File: config.mk
export PLATFORM = sky130hd
export DESIGN_NAME = mem_wait_responder_flat
export DESIGN_NICKNAME = d
export VERILOG_FILES = /design/src/rtl/mem_wait_responder_if.sv /design/src/rtl/mem_wait_responder.sv /design/src/flat_wrapper.sv
export SDC_FILE = /design/constraint.sdc
export NUM_CORES = 2
export LEC_CHECK = 0
export BUFFER_PORTS_ARGS = -buffer_cell sky130_fd_sc_hd__buf_2
export CAP_MARGIN = 20
export CORE_UTILIZATION = 45
export CTS_CLUSTER_SIZE = 10
export DETAILED_ROUTE_END_ITERATION = 7
export GPL_TIMING_DRIVEN = 0
export PLACE_DENSITY = 0.59
export REMOVE_ABC_BUFFERS = 1
export SYNTH_ARGS = -nofsm -noshare
export SYNTH_HDL_FRONTEND = slang
export SYNTH_SLANG_ARGS = --single-unit
File: constraint.sdc
create_clock -name clk -period 5.49 [get_ports clk]
set_input_delay 0 -clock clk [delete_from_list [all_inputs] [get_ports clk]]
set_output_delay 0 -clock clk [all_outputs]
set_load 0.1 [all_outputs]
File: src/rtl/mem_wait_responder_if.sv
// Single-port memory bus between the multi-cycle core (master) and its memory (slave):
// req/we/addr/wd forward, rd/ready/err back.
interface mem_wait_responder_if;
  logic        req;
  logic        we;
  logic [31:0] addr;
  logic [31:0] wd;
  logic [31:0] rd;
  logic        ready;
  logic        err;

  modport master (
    output req, we, addr, wd,
    input  rd, ready, err
  );

  modport slave (
    input  req, we, addr, wd,
    output rd, ready, err
  );
endinterface

File: src/rtl/mem_wait_responder.sv
// Unified word memory with programmable wait states and error flagging for misaligned or
// out-of-range accesses. Define MEM_WAIT_STATS_EN to add read/write/error access counters.
module mem_wait_responder #(
  parameter  int DEPTH   = 64,
  parameter  int LATENCY = 2,
  localparam int AW      = $clog2(DEPTH)
) (
  input  logic                 clk,
  input  logic                 reset,
  mem_wait_responder_if.slave  bus
`ifdef MEM_WAIT_STATS_EN
  ,
  output logic [31:0]          rd_count,
  output logic [31:0]          wr_count,
  output logic [15:0]          err_count
`endif
);

  localparam int CW = $clog2(LATENCY + 1);

  typedef enum logic [1:0] {IDLE, WAIT, RESP} state_e;

  state_e        state_q, state_d;
  logic [CW-1:0] cnt_q, cnt_d;
  logic [31:0]   addr_q, wd_q, rd_q;
  logic          we_q;
  logic          latch_en;

  logic [31:0]   mem_q [DEPTH];

  function automatic logic addr_err(input logic [31:0] a);
    return (a[1:0] != 2'b00) || (a[31:AW+2] != '0);
  endfunction

  // With LATENCY=1 the RESP entry edge is also the latch edge, so the commit must use the live bus.
  logic          acc_we;
  logic [31:0]   acc_addr, acc_wd;
  logic          acc_err;
  logic [AW-1:0] acc_idx;
  logic          enter_resp;
  logic          mem_we;
  logic [31:0]   rd_d;

  always_comb begin
    acc_we   = (state_q == IDLE) ? bus.we   : we_q;
    acc_addr = (state_q == IDLE) ? bus.addr : addr_q;
    acc_wd   = (state_q == IDLE) ? bus.wd   : wd_q;
    acc_err  = addr_err(acc_addr);
    acc_idx  = acc_addr[AW+1:2];
  end

  always_comb begin
    state_d  = state_q;
    cnt_d    = cnt_q;
    latch_en = 1'b0;
    unique case (state_q)
      IDLE: begin
        if (bus.req) begin
          latch_en = 1'b1;
          if (LATENCY == 1) begin
            state_d = RESP;
          end else begin
            state_d = WAIT;
            cnt_d   = CW'(LATENCY - 2);
          end
        end
      end
      WAIT: begin
        if (cnt_q == '0) state_d = RESP;
        else             cnt_d   = cnt_q - CW'(1);
      end
      RESP:    state_d = IDLE;
      default: state_d = IDLE;
    endcase
  end

  // An access interrupted by reset must never reach the array.
  assign enter_resp = (state_d == RESP) && (state_q != RESP) && !reset;
  assign mem_we     = enter_resp && acc_we && !acc_err;

  always_comb begin
    rd_d = rd_q;
    if (enter_resp) begin
      if (acc_err)     rd_d = '0;
      else if (acc_we) rd_d = acc_wd;
      else             rd_d = mem_q[acc_idx];
    end
  end

  // NOTE: sequential state uses non-blocking assignments so every register samples pre-edge values.
  always_ff @(posedge clk) begin
    if (reset) begin
      state_q <= IDLE;
      cnt_q   <= '0;
      rd_q    <= '0;
      addr_q  <= '0;
      wd_q    <= '0;
      we_q    <= 1'b0;
    end else begin
      state_q <= state_d;
      cnt_q   <= cnt_d;
      rd_q    <= rd_d;
      if (latch_en) begin
        addr_q <= bus.addr;
        wd_q   <= bus.wd;
        we_q   <= bus.we;
      end
    end
  end

  // NOTE: the array is deliberately left out of reset; its contents survive a reset pulse.
  always_ff @(posedge clk) begin
    if (mem_we) mem_q[acc_idx] <= acc_wd;
  end

  assign bus.ready = (state_q == RESP);
  assign bus.err   = (state_q == RESP) && addr_err(addr_q);
  assign bus.rd    = rd_q;

`ifdef MEM_WAIT_STATS_EN
  logic [31:0] rd_count_q, wr_count_q;
  logic [15:0] err_count_q;

  always_ff @(posedge clk) begin
    if (reset) begin
      rd_count_q  <= '0;
      wr_count_q  <= '0;
      err_count_q <= '0;
    end else if (state_q == RESP) begin
      if (addr_err(addr_q)) err_count_q <= err_count_q + 16'd1;
      else if (we_q)        wr_count_q  <= wr_count_q + 32'd1;
      else                  rd_count_q  <= rd_count_q + 32'd1;
    end
  end

  assign rd_count  = rd_count_q;
  assign wr_count  = wr_count_q;
  assign err_count = err_count_q;
`endif

endmodule

File: src/flat_wrapper.sv
// flat-port wrapper written by rule: the top's interface ports become plain ports
module mem_wait_responder_flat 
#(
  parameter  int DEPTH   = 64,
  parameter  int LATENCY = 2,
  localparam int AW      = $clog2(DEPTH)
)
  (clk, reset, bus_req, bus_we, bus_addr, bus_wd, bus_rd, bus_ready, bus_err);
  mem_wait_responder_if bus_i ();
  input  logic clk;
  input  logic reset;
  input wire logic [$bits(bus_i.req)-1:0] bus_req;
  input wire logic [$bits(bus_i.we)-1:0] bus_we;
  input wire logic [$bits(bus_i.addr)-1:0] bus_addr;
  input wire logic [$bits(bus_i.wd)-1:0] bus_wd;
  output wire logic [$bits(bus_i.rd)-1:0] bus_rd;
  output wire logic [$bits(bus_i.ready)-1:0] bus_ready;
  output wire logic [$bits(bus_i.err)-1:0] bus_err;
  assign bus_i.req = bus_req;
  assign bus_i.we = bus_we;
  assign bus_i.addr = bus_addr;
  assign bus_i.wd = bus_wd;
  assign bus_rd = bus_i.rd;
  assign bus_ready = bus_i.ready;
  assign bus_err = bus_i.err;
  mem_wait_responder #(.DEPTH(DEPTH), .LATENCY(LATENCY)) u_core (.clk(clk), .reset(reset), .bus(bus_i));
endmodule
==> run metrics <==
Area growth syn-to-layout=21.68%; Worst EP arrival=5810 ps; total power=36.02 mW; Resize count post-CTS=0; Post-CTS Setup Inserts=0; CP Capture Type=flip-flop; final setup fails=0; routed wire length=308600 um; Most common cell on crit path=buf_12; Max Cap Viol=0; post-synthesis cell area=0.08182 mm^2; post-synthesis sequential area ratio=0.7763; drt first pass iters=8; GP Congestion=0.8245; Synth area leader=edfxtp_1; area share of the leading cell type in the synthesized netlist=0.7516; Slew Limit Headroom=0.1939; Peak Freq=189.8 MHz; Final period util=0.9597; clk slew on worst S/H paths=60 ps; aggregate global-route resource usage=0.3293; Worst-Skew Late Latency=880 ps; Overflow after GRT=0; Main synth FF type=edfxtp_1; crit path cell chain=o21ai_1, and2_4, buf_12, buf_16, nor2_1, nand2_1, nor2_4, buf_12; Die H=428.4 um; share of post-route cells with drive strength above 1=0.1304; Fin Hold WS=97.34 ps; crit path max fanout=51; Setup CP Type=flip-flop to flip-flop; Clock Tree Buf Depth=3; minimum clock period=5269 ps; count of different cell masters after synthesis=81; FF/Latch Area=0.06352 mm^2; Synth area leaders=edfxtp_1, nand2_1, o22ai_1, dfxtp_1, nand3_1; Final Core Density=0.5508; Slew @ Worst Pin=1209 ps; worst hold path class=primary input to flip-flop; DIE AREA=0.1835 mm^2; Worst Path Buf+Inv=3; startpoint types=flip-flop; Die X=428.4 um; Port Buffers=101; Worst Skew=36.44 ps; count of state elements after synthesis=2149; Placed Instance Area=0.09026 mm^2; post-route ant nets=0; Initial Utilization=0.4527; Post-Synthesis Cells=5619; first-pass GRT wire length=422200 um; Finished Cell Area=0.09956 mm^2; clock sinks=2149; Fill cells=13970; DRC Markers=0; crit-path leading delay family=simple AND/OR/NAND/NOR gates; Iter 0 DRT Violations=8858; Inserted Clock Buffers=234; per-cell routed wire length=35.68 um; Final Slew Violations=0; initial antenna violation count=11; status=completed; vias in the first global route=54010; DR vias/cell=6.597; largest net degree at the start of global routing=91; yosys warns=0; mean post-synth cell area=14.56 um^2; RSZ-0062 raised after global routing=no; IO Pins=102; asr flop ratio synth=0; slowest CP cell=dfxtp_1; # rows=156; WP data required=6030 ps; multi-input logic area=0.01751 mm^2; pwr dens=361.8 mW/mm^2; worst vdd ir=0.0002989 V; H-tree depth=4; nets=6170; vias=57050; CTS tree=yes; Leak=32.49 nW; slowest stage delay, CP=940 ps; Root Buffer=clkbuf_16; Post-DP HPWL=185400 um; Post-synth EDFFs=2048; core area=0.1807 mm^2; Final Hold Fails=0
worst paths after layout:
path	startpoint	endpoint	slack, ps	cells after the start
min	bus_wd[30]	u_core.mem_q[48][30]	100	4
min reg2reg	u_core.cnt_q[0]	u_core.cnt_q[0]	530	2
max reg2reg	u_core.addr_q[4]	u_core.mem_q[4][29]	220	8
max	u_core.addr_q[4]	u_core.mem_q[4][29]	220	8
what timing repair did:
| action | 4_1_cts | 5_1_grt |
|---|---|---|
| endpoints found under the hold margin | 889 | 0 |
| setup endpoints to repair | 0 | 0 |
| hold buffers | 251 | 0 |
layout make-up:
| class | instances | area share |
|---|---|---|
| Clock buffer | 392 | 0.06540 |
| Tap cell | 2370 | 0.02978 |
| Timing Repair Buffer | 622 | 0.08854 |
| Inverter | 8 | 0.0003016 |
| Clock inverter | 14 | 0.001948 |
| Multi-Input combinational cell | 3086 | 0.1759 |
| Sequential cell | 2149 | 0.6380 |
| Antenna cell | 6 | 0.0001508 |
registers in the layout, summed over array words and instances, names as in the netlist:
| name | flops |
|---|---|
| u_core.mem_q | 2048 |
| u_core.addr_q | 32 |
| u_core.bus.rd | 32 |
| u_core.wd_q | 32 |
| u_core.cnt_q | 2 |
| u_core.state_q | 2 |
| u_core.we_q | 1 |
worst register-to-register path: stages (launching register included):
cell and delay (ps):
dfxtp_1 940, o21ai_1 650, and2_4 560, buf_12 270, buf_16 220, nor2_1 450
nand2_1 590, nor2_4 940, buf_12 290
synthesized netlist by cell type, types with 79 or more instances:
cell type,number
nand2_1,1031
nor2_1,271
o21ai_0,151
nand3_1,279
o22ai_1,403
buf_2,157
clkbuf_1,146
mux2i_1,79
a31oi_1,201
dfxtp_1,101
edfxtp_1,2048
a21oi_1,160
layout by cell type (no fill, tap or decap), types with 44 or more instances in the layout:
cell type | Yosys | final
mux2i_1 | 79 | 70
o22ai_1 | 403 | 403
dfxtp_1 | 101 | 101
nor2_4 | 0 | 71
nand3_1 | 279 | 279
buf_12 | 0 | 140
o21ai_0 | 151 | 149
nand2_1 | 1031 | 995
buf_2 | 157 | 103
a31oi_1 | 201 | 201
clkbuf_1 | 146 | 154
a32oi_1 | 46 | 46
edfxtp_1 | 2048 | 2048
a22oi_1 | 45 | 44
dlygate4sd3_1 | 0 | 251
nor2_1 | 271 | 198
a21oi_1 | 160 | 159
buf_16 | 0 | 93
clkbuf_16 | 0 | 236
metrics by stage:
step,setup WS [ps],instances,TNS [ps]
floorplan,-4121,5243,-3086500
global placement,-19200,7714,-
detailed placement,103.2,7980,0
CTS,64.65,8637,0
global route,295.7,8643,0
finish,221.1,8647,0
cell families after synthesis:
family	share of synthesized area
adder cells (fa/ha/maj)	0.0001529
multiplexers	0.01245
buffers and inverters	0.02164
flip-flops	0.7763
AND/OR/NAND/NOR	0.08834
AO/OA/AOI/OAI	0.1011
layer usage:
layer / GRT usage / vias to the layer above / wire, um
met5: 0 / - / 21
li1: - / 22770 / -
met2: 0.5099 / 4663 / 139200
met1: 0.4223 / 28590 / 109200
met4: 0.1809 / 4 / 19930
met3: 0.08897 / 1018 / 40230
power breakdown:
group / switching (mW) / leakage (nW) / internal [mW]
sequential: 0.0321 / 19.3 / 18.2
clock: 6.24 / 3.19 / 7.97
combinational: 2.52 / 9.95 / 1.07
total: 8.79 / 32.5 / 27.2
(Power assumes the default switching activity.)
